===== src/rtl/instr_decode_seq.sv =====
// instr_decode_seq: registered decode stage with literal assembly, memory stall and halt; DECODE_ILLEGAL_TRAP_EN traps zzzz
module instr_decode_seq #(
  parameter int IW  = 9,
  parameter int OPW = 5,
  parameter int RW  = IW - OPW,
  parameter int DW  = 8
) (
  input  logic           clk,
  input  logic           reset,
  input  logic           in_valid,
  output logic           in_ready,
  input  logic [IW-1:0]  instr,
  output logic           out_valid,
  input  logic           out_ready,
  output logic [OPW-1:0] op,
  output logic [RW-1:0]  reg_sel,
  output logic [DW-1:0]  lit_val,
  output logic           mov_en,
  output logic           br_en,
  output logic           math_en,
  output logic           mem_rd,
  output logic           mem_wr,
  input  logic           mem_ack,
  output logic           halted,
  output logic           illegal
);
  typedef enum logic [1:0] {RUN, MEM, HALT} state_t;
  state_t state, state_n;
  logic [OPW-1:0] iop;
  logic [RW-1:0] iopd;
  logic accept, is_mem, is_done, is_ill;
  assign iop = instr[IW-1:IW-OPW];
  assign iopd = instr[RW-1:0];
  assign accept = in_valid && in_ready;
  assign is_mem = iop == OPW'(16) || iop == OPW'(17);
  assign is_done = iop == OPW'(31) && iopd[1:0] == 2'd3;
`ifdef DECODE_ILLEGAL_TRAP_EN
  assign is_ill = iop == OPW'(24);
`else
  assign is_ill = 1'b0;
`endif
  assign in_ready = !reset && state == RUN && (!out_valid || out_ready);
  always_ff @(posedge clk)
    if (reset) state <= RUN;
    else state <= state_n;
  always_comb begin
    state_n = state;
    if (state == RUN && accept) state_n = is_mem ? MEM : (is_done || is_ill) ? HALT : RUN;
    else if (state == MEM && mem_ack) state_n = RUN;
  end
  always_ff @(posedge clk) begin
    if (reset) begin
      out_valid <= 1'b0;
      op <= '0;
      reg_sel <= '0;
      lit_val <= '0;
      mov_en <= 1'b0;
      br_en <= 1'b0;
      math_en <= 1'b0;
      mem_rd <= 1'b0;
      mem_wr <= 1'b0;
      halted <= 1'b0;
      illegal <= 1'b0;
    end else if (accept) begin
      op <= iop;
      reg_sel <= iopd;
      mov_en <= iop >= OPW'(2) && iop <= OPW'(15);
      br_en <= iop >= OPW'(20) && iop <= OPW'(23);
      math_en <= iop == OPW'(26) || iop == OPW'(27);
      if (iop == OPW'(0)) lit_val[RW-1:0] <= iopd;
      if (iop == OPW'(1)) lit_val[DW-1:RW] <= iopd[DW-RW-1:0];
      mem_rd <= iop == OPW'(16);
      mem_wr <= iop == OPW'(17);
      out_valid <= !is_mem && !is_ill;
      halted <= is_done || is_ill;
      illegal <= is_ill;
    end else if (state == MEM && mem_ack) begin
      mem_rd <= 1'b0;
      mem_wr <= 1'b0;
      out_valid <= 1'b1;
    end else if (out_ready && state != MEM) begin
      out_valid <= 1'b0;
    end
  end
endmodule


===== config.mk =====
export PLATFORM = sky130hd
export DESIGN_NAME = instr_decode_seq
export DESIGN_NICKNAME = d
export VERILOG_FILES = /design/src/rtl/instr_decode_seq.sv
export SDC_FILE = /design/constraint.sdc
export NUM_CORES = 1
export LEC_CHECK = 0
export CORE_MARGIN = 1
export CORE_UTILIZATION = 45
export CTS_CLUSTER_DIAMETER = 60
export DETAILED_ROUTE_END_ITERATION = 8
export PLACE_DENSITY = 0.85
export SLEW_MARGIN = 15
export SYNTH_ARGS = -nofsm -noshare
export SYNTH_HDL_FRONTEND = slang
export SYNTH_SLANG_ARGS = --single-unit

===== constraint.sdc =====
create_clock -name clk -period 4.47 [get_ports clk]
set_input_delay 0.894 -clock clk [delete_from_list [all_inputs] [get_ports clk]]
set_output_delay 0.894 -clock clk [all_outputs]
set_load 0.02 [all_outputs]

==> flow_summary.html <==
<table>
<tr><th>Metric</th><th>Value</th></tr>
<tr><th colspan="2">Status</th></tr>
<tr><td>Status</td><td>complete, no violations</td></tr>
<tr><th colspan="2">Die</th></tr>
<tr><td>Initial Utilization</td><td>47.3%</td></tr>
<tr><td>Number of top-level pins</td><td>40</td></tr>
<tr><td>Floorplan die width</td><td>between 50 and 60 um</td></tr>
<tr><td>Floorplan die height</td><td>about 50 um</td></tr>
<tr><td>Floorplan core area</td><td>roughly 2200 um^2</td></tr>
<tr><td>Rows</td><td>17</td></tr>
<tr><td>Die Footprint</td><td>about 2500 um^2</td></tr>
<tr><th colspan="2">Global route</th></tr>
<tr><td>Overall routing resource usage</td><td>20.7%</td></tr>
<tr><td>Initial antenna violation count</td><td>0</td></tr>
<tr><td>Wire length of the first global-routing pass</td><td>~4000 um</td></tr>
<tr><td>Pin count of the biggest net entering global routing</td><td>28</td></tr>
<tr><td>Number of global-route vias before repair</td><td>929</td></tr>
<tr><td>Overflow left after global routing</td><td>0</td></tr>
<tr><th colspan="2">Clock network</th></tr>
<tr><td>CTS HTree Levels</td><td>1</td></tr>
<tr><td>Clock tree from TritonCTS</td><td>built</td></tr>
<tr><td>Post-CTS Repair Setup Buffers</td><td>0</td></tr>
<tr><td>Total of cells resized after clock tree synthesis</td><td>0</td></tr>
<tr><td>CTS clock-pin slew for the worst setup and hold paths</td><td>roughly 0.14 ns</td></tr>
<tr><td>Cell at the root of the clock tree</td><td>sky130_fd_sc_hd__clkbuf_4</td></tr>
<tr><td>Number of clock buffers inserted by TritonCTS</td><td>3</td></tr>
<tr><td>Clock latency of the later-clocked register in the worst-skew pair</td><td>between 0.3 and 0.4 ns</td></tr>
<tr><td>CTS Hold Bufs</td><td>0</td></tr>
<tr><td>CTS Buffer Depth</td><td>2</td></tr>
<tr><td>Clock net sink count</td><td>26</td></tr>
<tr><th colspan="2">Critical path</th></tr>
<tr><td>Reg-to-reg critical path startpoint</td><td>state[0]</td></tr>
<tr><td>Category of the worst setup path capture point</td><td>output port</td></tr>
<tr><td>Critical path's most frequent cell</td><td>sky130_fd_sc_hd__clkdlybuf4s50_1</td></tr>
<tr><td>Kind of critical path</td><td>in -&gt; out</td></tr>
<tr><td>Crit path launch type</td><td>input pin</td></tr>
<tr><td>Critical-path maximum fanout</td><td>7</td></tr>
<tr><td>FF-to-FF setup slack</td><td>roughly 2.8 ns</td></tr>
<tr><td>Crit-path max cell delay</td><td>~0.62 ns</td></tr>
<tr><td>Endpoint of the worst-slack reg-to-reg timing path</td><td>state[1]</td></tr>
<tr><td>CP cell instances</td><td>clkdlybuf4s50_1, nand2b_1, nand2_1, nor3_1, clkdlybuf4s50_1</td></tr>
<tr><td>Data arrival time of the critical path</td><td>~2.4 ns</td></tr>
<tr><td>Slowest library cell on the worst path</td><td>sky130_fd_sc_hd__clkdlybuf4s50_1</td></tr>
<tr><td>Number of cells traversed by the worst register-to-register path</td><td>4</td></tr>
<tr><td>Required time of the critical path</td><td>about 3.6 ns</td></tr>
<tr><th colspan="2">Timing</th></tr>
<tr><td>Worst clock skew</td><td>between 0.002 and 0.003 ns</td></tr>
<tr><td>Count of pins over their slew limit</td><td>0</td></tr>
<tr><td>Unrepaired setup endpoints after global routing</td><td>false</td></tr>
<tr><td>Number of setup violations in the final report</td><td>0</td></tr>
<tr><td>Sum of negative setup slack</td><td>0 ns</td></tr>
<tr><td>Clock period minus worst slack</td><td>roughly 3.3 ns</td></tr>
<tr><td>Number of hold violations in the final report</td><td>0</td></tr>
<tr><td>Post-layout worst setup margin</td><td>between 1 and 1.5 ns</td></tr>
<tr><td>Crit share post-route</td><td>between 70% and 80%</td></tr>
<tr><td>Highest clock frequency the design can meet</td><td>a little over 300 MHz</td></tr>
<tr><th colspan="2">Hold path</th></tr>
<tr><td>Hold Startpoint</td><td>mov_en</td></tr>
<tr><td>Hold EP</td><td>mov_en</td></tr>
<tr><td>Worst hold-check path type</td><td>reg -&gt; reg</td></tr>
<tr><td>Cells on Worst Hold Path</td><td>2</td></tr>
<tr><th colspan="2">Detailed routing</th></tr>
<tr><td>Vias</td><td>just under 1,000</td></tr>
<tr><td>Wire length per cell</td><td>roughly 13 um</td></tr>
<tr><td>Via density</td><td>between 5 and 6</td></tr>
<tr><td>Drt initial violations</td><td>10</td></tr>
<tr><td>DRC violations left</td><td>0</td></tr>
<tr><td>Drt first pass iters</td><td>4</td></tr>
<tr><td>Detail Route Antenna Nets</td><td>0</td></tr>
<tr><td>Routed wire length</td><td>2380 um</td></tr>
<tr><th colspan="2">Place</th></tr>
<tr><td>Number of buffer cells added on primary ports</td><td>38</td></tr>
<tr><td>Post-DP HPWL</td><td>roughly 1700 um</td></tr>
<tr><td>Final weighted congestion in routability-driven placement</td><td>0.796</td></tr>
<tr><td>Setup WS pre-CTS</td><td>approximately 1.2 ns</td></tr>
<tr><th colspan="2">Power</th></tr>
<tr><td>Peak supply drop</td><td>around 0.00026 V</td></tr>
<tr><td>Leak Pwr</td><td>between 0.5 and 0.6 nW</td></tr>
<tr><td>Power per cell area</td><td>about 310 nW/um^2</td></tr>
<tr><th colspan="2">Logic synthesis</th></tr>
<tr><td>Post-synthesis cell area</td><td>1050 um^2</td></tr>
<tr><td>Mean cell area of the mapped netlist</td><td>around 8.9 um^2</td></tr>
<tr><td>Net count of the mapped netlist</td><td>about 130</td></tr>
<tr><td>Cells after synthesis</td><td>roughly 120</td></tr>
<tr><td>YS warnings</td><td>0</td></tr>
<tr><td>Number of unique standard cell types used by synthesis</td><td>28</td></tr>
<tr><td>Share of synthesized area occupied by flip-flops and latches</td><td>~50%</td></tr>
<tr><td>Synthesis-stage register bit count</td><td>26</td></tr>
<tr><th colspan="2">Finish</th></tr>
<tr><td>Number of filler instances in the final layout</td><td>approximately 200</td></tr>
<tr><td>Layout cell share with drive strength beyond 1</td><td>6.49%</td></tr>
<tr><td>Final net count</td><td>169</td></tr>
<tr><td>Multi-input gate area in the final layout</td><td>478 um^2</td></tr>
<tr><td>Most used cells in the layout excluding fill and tap cells</td><td>sky130_fd_sc_hd__clkdlybuf4s50_1 (38), sky130_fd_sc_hd__dfxtp_1 (26), sky130_fd_sc_hd__nand2_1 (24)</td></tr>
<tr><td>Area used by sequential logic in the layout</td><td>about 520 um^2</td></tr>
<tr><td>Layout Area Growth over Synthesis</td><td>41.5%</td></tr>
<tr><td>Count of inserted antenna diode cells</td><td>0</td></tr>
<tr><td>Most common cell after layout, fill and taps aside</td><td>sky130_fd_sc_hd__clkdlybuf4s50_1</td></tr>
<tr><th colspan="2">Run</th></tr>
<tr><td>Max-cap violations</td><td>0</td></tr>
</table>
[Yosys cell counts (all sizes together)]
library cell / instances / share of area (%)
mux2i: 8 / 7.6
buf: 3 / 2.5
nand3: 2 / 0.96
nand4: 4 / 2.4
nor3: 2 / 0.96
and3b: 1 / 0.84
nor4b: 1 / 2.3
clkbuf: 4 / 1.4
conb: 1 / 0.36
nor2: 9 / 3.2
and2: 1 / 0.60
dfxtp: 26 / 50
a21o: 1 / 0.72
and3: 1 / 0.60
nor2b: 2 / 1.2
o21ai: 3 / 1.4
a211oi: 2 / 1.4
nand2: 25 / 9.2
nand4b: 1 / 0.84
a22o: 1 / 0.84
or3: 2 / 1.7
a21oi: 15 / 7.9
nand2b: 1 / 0.60
inv: 2 / 0.72
[metrics by stage]
stage / instances / instance area [um^2] / utilization, % / power, mW / hold WS (ns)
after floorplan: 118 / 1050 / - / 0.276 / 0.519
after global placement: 178 / 1430 / 64.6 / 0.303 / 0.442
after detailed placement: 178 / 1430 / 64.6 / 0.305 / 0.452
after CTS: 182 / 1480 / 67.0 / 0.464 / 0.470
after global routing: 182 / 1480 / 67.0 / 0.478 / 0.502
final: 182 / 1480 / 67.0 / 0.460 / 0.469
[flip-flops by register name, indices dropped and copies added, names as in the netlist]
| name | cells |
|---|---|
| br_en | 1 |
| state | 2 |
| reg_sel | 4 |
| op | 5 |
| mov_en | 1 |
| math_en | 1 |
| lit_val | 8 |
| mem_rd | 1 |
| mem_wr | 1 |
| out_valid | 1 |
| halted | 1 |
[routing by layer]
| metal | wire length (um) | vias to the layer above | track usage, % |
|---|---|---|---|
| met3 | 80 | 5 | 3.64 |
| met5 | 0 | - | 0 |
| met4 | 35 | 0 | 8.57 |
| met2 | 1190 | 30 | 35.8 |
| met1 | 1070 | 463 | 25.0 |
| li1 | - | 471 | - |
[power by group]
group,switching [mW],internal (mW)
Sequential,0.00301,0.237
Clock,0.0692,0.0907
Combinational,0.0314,0.0278
Total,0.104,0.356
[worst max path at each step]
stage,slack (ns),to,cells past startpoint,from
3_5_place_dp,1.18,in_ready,5,out_ready
6_report,1.17,in_ready,5,out_ready
2_1_floorplan,1.97,in_ready,3,out_ready
4_1_cts,1.17,in_ready,5,out_ready
5_1_grt,1.04,in_ready,5,out_ready
3_3_place_gp,1.20,in_ready,5,out_ready
[critical path: cells and delay by family]
| family | cells | cell delay (ns) |
|---|---|---|
| buf+inv | 2 | 1.07 |
| simple gates | 3 | 0.44 |
[kinds of logic (layout without fill, tap and decap cells)]
kind of cell,after synthesis,after routing,share of synthesized area (%)
flops,26,26,49.7
compound gates,22,22,12.3
mux,8,8,7.65
buf+inv,9,45,4.66
simple gates,52,52,25.3
other cells,1,1,0.358
[area by class of cell]
cell class | instances | share of cell area, %
clock buffer | 3 | 1.52
clock inverter | 1 | 2.03
inverter | 2 | 0.507
multi-input combinational | 83 | 32.3
sequential | 26 | 35.1
tap | 28 | 2.36
timing repair buffer | 39 | 26.2
(Power assumes the default switching activity.)
